<file path="src/rtl/csr_intr_pkg.sv">
// Shared types, constants and the trap-target helper for the machine-mode
// interrupt controller.
package csr_intr_pkg;

   // Controller states: waiting for a cause, requesting a trap, handler running.
   typedef enum logic [1:0] {
      IDLE    = 2'd0,
      REQ     = 2'd1,
      HANDLER = 2'd2
   } intr_state_e;

   localparam int MSTATUS_MIE         = 3;
   localparam int IRQ_MTI             = 7;
   localparam int IRQ_MEI             = 11;
   localparam int MTVEC_MODE_VECTORED = 1;

   // Widest supported address; callers cast down to their own DW, which keeps
   // the result correct modulo 2^DW.
   localparam int TGT_W = 64;

   // Direct mode jumps to the aligned base; vectored mode adds 4*cause.
   function automatic logic [TGT_W-1:0] trap_target(input logic [TGT_W-1:0] mtvec,
                                                    input logic [TGT_W-1:0] cause);
      logic [TGT_W-1:0] base;
      base = {mtvec[TGT_W-1:2], 2'b00};
      if (mtvec[0] == 1'(MTVEC_MODE_VECTORED)) begin
         trap_target = base + (cause << 2);
      end else begin
         trap_target = base;
      end
   endfunction

endpackage

</file>
<file path="src/rtl/csr_intr_ctrl_sync_pend.sv">
// One interrupt source: synchroniser chain, rising-edge detect and the
// pending flop. Level sources follow the synchronised line; edge sources
// latch a 0->1 transition until the controller accepts them as the cause.
module intr_sync_pend #(
   parameter int SYNC_STAGES = 2,
   parameter bit IS_EDGE     = 1'b0
) (
   input  logic clk,
   input  logic rst,
   input  logic irq,
   input  logic clr,
   output logic pend
);

   logic irq_s;
   logic irq_d;
   logic rise;
   logic pend_nx;

   generate
      if (SYNC_STAGES > 0) begin : g_sync
         logic [SYNC_STAGES-1:0] sync_q;

         // Shift the raw line through the synchroniser chain.
         always_ff @(posedge clk or posedge rst) begin
            if (rst) begin
               sync_q <= '0;
            end else begin
               sync_q[0] <= irq;
               for (int i = 1; i < SYNC_STAGES; i++) begin
                  sync_q[i] <= sync_q[i-1];
               end
            end
         end

         assign irq_s = sync_q[SYNC_STAGES-1];
      end else begin : g_nosync
         assign irq_s = irq;
      end
   endgenerate

   // Remember the previous synchronised level for edge detection.
   always_ff @(posedge clk or posedge rst) begin
      if (rst) begin
         irq_d <= 1'b0;
      end else begin
         irq_d <= irq_s;
      end
   end

   assign rise = irq_s & ~irq_d;

   // Next pending value; a fresh edge beats a simultaneous accept-clear.
   always_comb begin
      pend_nx = 1'b0;
      if (IS_EDGE) begin
         pend_nx = rise | (pend & ~clr);
      end else begin
         pend_nx = irq_s;
      end
   end

   // Pending flop, also the mip bit seen by the CSR file.
   always_ff @(posedge clk or posedge rst) begin
      if (rst) begin
         pend <= 1'b0;
      end else begin
         pend <= pend_nx;
      end
   end

endmodule

</file>
<file path="src/rtl/csr_intr_ctrl.sv">
// Machine-mode interrupt controller: gathers pending sources, gates them with
// mie / mstatus.MIE, picks the highest-numbered cause, handshakes the trap
// with the pipeline and issues registered redirects for traps and mret.
module csr_intr_ctrl
   import csr_intr_pkg::*;
#(
   parameter int                 DW          = 32,
   parameter int                 NUM_IRQ     = 16,
   parameter logic [NUM_IRQ-1:0] EDGE_MASK   = 16'h0000,
   parameter int                 SYNC_STAGES = 2
) (
   input  logic               clk,
   input  logic               rst,
   input  logic [NUM_IRQ-1:0] irq_i,
   input  logic [NUM_IRQ-1:0] mie_i,
   input  logic               mstatus_mie_i,
   input  logic [DW-1:0]      mtvec_i,
   input  logic [DW-1:0]      mepc_i,
   input  logic               is_mret_i,
   input  logic               trap_ack_i,
   output logic [NUM_IRQ-1:0] mip_o,
   output logic               intr_req_o,
   output logic               intr_flag_o,
   output logic [DW-1:0]      where_to_go_o,
   output logic [DW-1:0]      mcause_o,
   output logic               mcause_we_o,
   output logic               in_handler_o
);

   localparam int SEL_W = (NUM_IRQ > 1) ? $clog2(NUM_IRQ) : 1;

   logic [NUM_IRQ-1:0] pend;
   logic [NUM_IRQ-1:0] clr;
   logic [NUM_IRQ-1:0] elig;
   logic               go;
   logic               accept;
   logic [SEL_W-1:0]   sel;
   logic [SEL_W-1:0]   cause_q;
   logic [SEL_W-1:0]   cause_nx;
   logic [DW-1:0]      trap_tgt;
   intr_state_e        state_q;
   intr_state_e        state_nx;

   logic               req_nx;
   logic               flag_nx;
   logic               we_nx;
   logic               handler_nx;
   logic [DW-1:0]      where_nx;
   logic [DW-1:0]      mcause_nx;

   // Per-source synchroniser and pending latch.
   generate
      for (genvar k = 0; k < NUM_IRQ; k++) begin : g_src
         intr_sync_pend #(
            .SYNC_STAGES (SYNC_STAGES),
            .IS_EDGE     (EDGE_MASK[k])
         ) u_src (
            .clk  (clk),
            .rst  (rst),
            .irq  (irq_i[k]),
            .clr  (clr[k]),
            .pend (pend[k])
         );
      end
   endgenerate

   assign mip_o  = pend;
   assign elig   = pend & mie_i;
   assign go     = (|elig) & mstatus_mie_i;
   assign accept = (state_q == REQ) && trap_ack_i;

   // Priority encoder: the highest eligible index wins (later writes override).
   always_comb begin
      sel = '0;
      for (int k = 0; k < NUM_IRQ; k++) begin
         sel = elig[k] ? SEL_W'(k) : sel;
      end
   end

   // Clear an edge-latched source only when it is the cause being accepted.
   always_comb begin
      clr = '0;
      for (int k = 0; k < NUM_IRQ; k++) begin
         if (accept && (cause_q == SEL_W'(k))) begin
            clr[k] = 1'b1;
         end else begin
            clr[k] = 1'b0;
         end
      end
   end

   // Trap target for the currently latched cause, reduced to DW bits.
   always_comb begin
      trap_tgt = DW'(trap_target(TGT_W'(mtvec_i), TGT_W'(cause_q)));
   end

   // Next-state and next-output logic; a trap accept masks a same-cycle mret.
   always_comb begin
      state_nx   = state_q;
      cause_nx   = cause_q;
      req_nx     = 1'b0;
      flag_nx    = 1'b0;
      we_nx      = 1'b0;
      handler_nx = 1'b0;
      where_nx   = where_to_go_o;
      mcause_nx  = mcause_o;
      case (state_q)
         IDLE: begin
            if (go) begin
               state_nx = REQ;
               cause_nx = sel;
               req_nx   = 1'b1;
            end else begin
               state_nx = IDLE;
            end
            if (is_mret_i) begin
               flag_nx  = 1'b1;
               where_nx = mepc_i;
            end else begin
               flag_nx  = 1'b0;
            end
         end
         REQ: begin
            if (trap_ack_i) begin
               state_nx   = HANDLER;
               flag_nx    = 1'b1;
               we_nx      = 1'b1;
               handler_nx = 1'b1;
               where_nx   = trap_tgt;
               mcause_nx  = DW'(cause_q);
               mcause_nx[DW-1] = 1'b1;
            end else begin
               if (go) begin
                  cause_nx = sel;
                  req_nx   = 1'b1;
               end else begin
                  state_nx = IDLE;
               end
               if (is_mret_i) begin
                  flag_nx  = 1'b1;
                  where_nx = mepc_i;
               end else begin
                  flag_nx  = 1'b0;
               end
            end
         end
         HANDLER: begin
            if (is_mret_i) begin
               state_nx   = IDLE;
               flag_nx    = 1'b1;
               where_nx   = mepc_i;
               handler_nx = 1'b0;
            end else begin
               handler_nx = 1'b1;
            end
         end
         default: begin
            state_nx = IDLE;
         end
      endcase
   end

   // State and latched cause registers.
   always_ff @(posedge clk or posedge rst) begin
      if (rst) begin
         state_q <= IDLE;
         cause_q <= '0;
      end else begin
         state_q <= state_nx;
         cause_q <= cause_nx;
      end
   end

   // Registered outputs towards the pipeline and CSR file.
   always_ff @(posedge clk or posedge rst) begin
      if (rst) begin
         intr_req_o    <= 1'b0;
         intr_flag_o   <= 1'b0;
         mcause_we_o   <= 1'b0;
         in_handler_o  <= 1'b0;
         where_to_go_o <= '0;
         mcause_o      <= '0;
      end else begin
         intr_req_o    <= req_nx;
         intr_flag_o   <= flag_nx;
         mcause_we_o   <= we_nx;
         in_handler_o  <= handler_nx;
         where_to_go_o <= where_nx;
         mcause_o      <= mcause_nx;
      end
   end

endmodule

</file>
<file path="config.mk">
export PLATFORM = sky130hd
export DESIGN_NAME = csr_intr_ctrl
export DESIGN_NICKNAME = d
export VERILOG_FILES = /design/src/rtl/csr_intr_pkg.sv /design/src/rtl/csr_intr_ctrl_sync_pend.sv /design/src/rtl/csr_intr_ctrl.sv
export SDC_FILE = /design/constraint.sdc
export NUM_CORES = 1
export LEC_CHECK = 0
export BUFFER_PORTS_ARGS = -buffer_cell sky130_fd_sc_hd__buf_2
export CAP_MARGIN = 10
export CELL_PAD_IN_SITES_DETAIL_PLACEMENT = 2
export CELL_PAD_IN_SITES_GLOBAL_PLACEMENT = 2
export CORE_MARGIN = 2
export CORE_UTILIZATION = 26
export CTS_CLUSTER_SIZE = 24
export DETAILED_ROUTE_END_ITERATION = 6
export GPL_ROUTABILITY_DRIVEN = 0
export PLACE_DENSITY = 0.82
export SYNTH_ARGS = -nofsm -noshare
export SYNTH_HDL_FRONTEND = slang
export SYNTH_SLANG_ARGS = --single-unit
</file>
<file path="constraint.sdc">
create_clock -name clk -period 2.85 [get_ports clk]
set_input_delay 0.285 -clock clk [delete_from_list [all_inputs] [get_ports clk]]
set_output_delay 0.285 -clock clk [all_outputs]
set_load 0.02 [all_outputs]
</file>
==> impl_metrics.ini <==
[run_status]
status = finished clean

[cts]
cts_tree = done
clock_latency_ps = 350
cts_resized = 0
hold_buffers = 0
cts_setup_buffers = 0
clk_path_buf_depth = 2
cts_buffers = 9
clk_pin_slew_ps = 80
clock-sinks = 95
clockRootBuffer = clkbuf_16
htree_levels = 3

[grt]
grt-ovfl-total = 0
grt_pass1_vias = 4233
antenna_found_initial = 5
grt_start_max_net_pins = 84
grt_pass1_wl_um = 23600
track_usage_pct = 16.9

[drt]
drt-initial-drc-count = 140
viasPerCell = 4.79
route.detailed.drc = 0
dr.pass1.iters = 4
drt-total-wl_um = 15000
vias = 3766
avgRoutedWirePerCell_um = 19.1
drtAntennaViolNets = 0

[logic_synthesis]
synth_top_area_cell = dfrtp_1
synthesis.instances = 406
synthFlopType = dfrtp_1
synth_seq_cells = 95
yosys-top-cells-area = dfrtp_1 53%, buf_4 7.2%, a21oi_1 3.2%
netlist_area_um2 = 4470
syn_avg_cell_area_um2 = 11.0
yosysSeqAreaShare_pct = 53.1
synth_edf_count = 0
synth_top_area_share_pct = 53.1
yosysWarnings = 0
async_flop_share_pct = 100
ys_types = 51

[critical_path]
crit_arrival_ps = 2700
cp-start-kind = flip-flop
crit_fanout = 17
r2r-start = state_q[0]
crit_start = state_q[0]
worstSetupEndpointType = flip-flop
required_ps = 3110
path_class = reg2reg

[layout]
fin_area_um2 = 5650
syn_to_final_growth_pct = 26.2
drive_above_1_share_pct = 35.0
final_common_cell = buf_2
mostFrequentLayoutCells = 156 x buf_2, 95 x dfrtp_1, 28 x a21oi_1
nFillCells = 1894
finalNetCount = 666
stdcell_count = 787

[timing]
post-route-period-util_pct = 85.6
finalSetupViolCount = 0
drv_slew = 0
rsz0062_at_grt = no
layout_min_cycle_time_ps = 2440
hold_violations = 0
fmax_ghz = 0.410
tightest_slew_ps = 1040
slew_headroom_pct = 30.6
tns_ps = 0
clock-skew-final_ps = 7.53

[min_path]
hp-start = irq_i[1]
hold_path.class = in2reg

[power_and_ir_drop]
switchingPower_mw = 2.00
power_density_nw_per_um2 = 881
vdd.ir_drop.worst_mv = 0.320
p_comb_share_pct = 38.3
swShare_pct = 40.2
fin_total_pwr_mw = 4.98
p_int_mw = 2.97
power.leakage_nw = 2.60
seq_power_share_pct = 38.1
clkPwrFrac_pct = 23.5

[floorplan]
die-area_um2 = 18300
initial_core_util_pct = 26.8
die_w_um = 135
chipHeight_um = 135
io_pins = 185
core_area_um2 = 16700
rows = 47

[place]
dp.cells = 765
placed_cell_area_um2 = 5350
portBuffers = 156
dp_hpwl_um = 11700

[run]
drv_cap = 0
cell families (layout without fill, tap and decap cells):
| family | after synthesis | after routing | synth area share, % |
|---|---|---|---|
| flops | 95 | 95 | 53.1 |
| compound gates | 114 | 114 | 17.1 |
| mux | 11 | 11 | 2.60 |
| buf+inv | 65 | 193 | 9.09 |
| simple gates | 91 | 91 | 11.4 |
| fa+ha+maj | 9 | 9 | 2.69 |
| xor+xnor | 20 | 20 | 3.92 |
| other cells | 1 | 34 | 0.0838 |
final timing paths:
kind / slack (ps) / depth (start not counted) / endpoint
setup / recovery: 410 / 6 / where_to_go_o[7]
hold / removal: 40 / 1 / g_src[1].u_src.g_sync.sync_q[0]
setup reg to reg: 410 / 6 / where_to_go_o[7]
hold reg to reg: 350 / 0 / g_src[3].u_src.g_sync.sync_q[1]
max in group asynchronous: 1860 / 3 / where_to_go_o[23]
min in group asynchronous: 200 / 2 / g_src[13].u_src.g_sync.sync_q[0]
per-layer routing:
metal / vias up / GRT usage, % / wire length [µm]
met5: - / 0 / 0
li1: 1731 / - / -
met4: 0 / 5.79 / 280
met2: 110 / 29.2 / 7740
met3: 20 / 3.93 / 704
met1: 1905 / 20.7 / 6290
critical path, cell delays in order (launching register included):
cell and delay [ps]:
dfrtp_1 410, inv_1 110, ha_1 290, nor3b_2 480
or3_1 660, o22ai_1 210, a21oi_1 190
sequential cells by signal, summed over array words and instances (netlist names):
signal and cells:
intr_flag_o 1, state_q 2, cause_q 4, mcause_o 5
g_src.u_src.pend 16, intr_req_o 1, mcause_we_o 1, g_src.u_src.g_sync.sync_q 32
in_handler_o 1, where_to_go_o 32
through the flow:
stage          util (%)  setup WS (ps)  hold WS (ps)
2_1_floorplan         -           88.0           316
3_3_place_gp       32.0            526           333
3_5_place_dp       32.0            414           336
4_1_cts            33.7            363          24.5
5_1_grt            33.8            181          20.6
6_report           33.8            410          37.7
layout make-up:
cell class                      count  area, µm²  area share (%)
Clock buffer                        9        225            3.99
Timing Repair Buffer              167        863            15.3
Sequential cell                    95       2380            42.1
Tap cell                          220        275            4.87
Multi-Input combinational cell    272       1790            31.8
Antenna cell                        7       17.5           0.310
Inverter                           11       43.8           0.776
Clock inverter                      6       51.3           0.908
power groups by stage:
stage	Clock, mW	Combinational, mW	Sequential (mW)
3_3_place_gp	0	1.83	1.90
2_1_floorplan	0	0.895	2.22
4_1_cts	1.22	1.93	1.90
5_1_grt	1.27	2.10	1.95
3_5_place_dp	0	1.92	1.92
6_report	1.17	1.91	1.90
cells in the mapped netlist (all sizes together), types with 8 or more instances:
| master | number |
|---|---|
| o22ai | 19 |
| nand4 | 17 |
| clkbuf | 10 |
| a22oi | 15 |
| xor2 | 15 |
| nand3 | 18 |
| inv | 11 |
| buf | 44 |
| nor2 | 9 |
| ha | 8 |
| dfrtp | 95 |
| a21oi | 30 |
| o21ai | 13 |
| nand2 | 21 |
No activity file was read; power rests on OpenSTA's default activity.
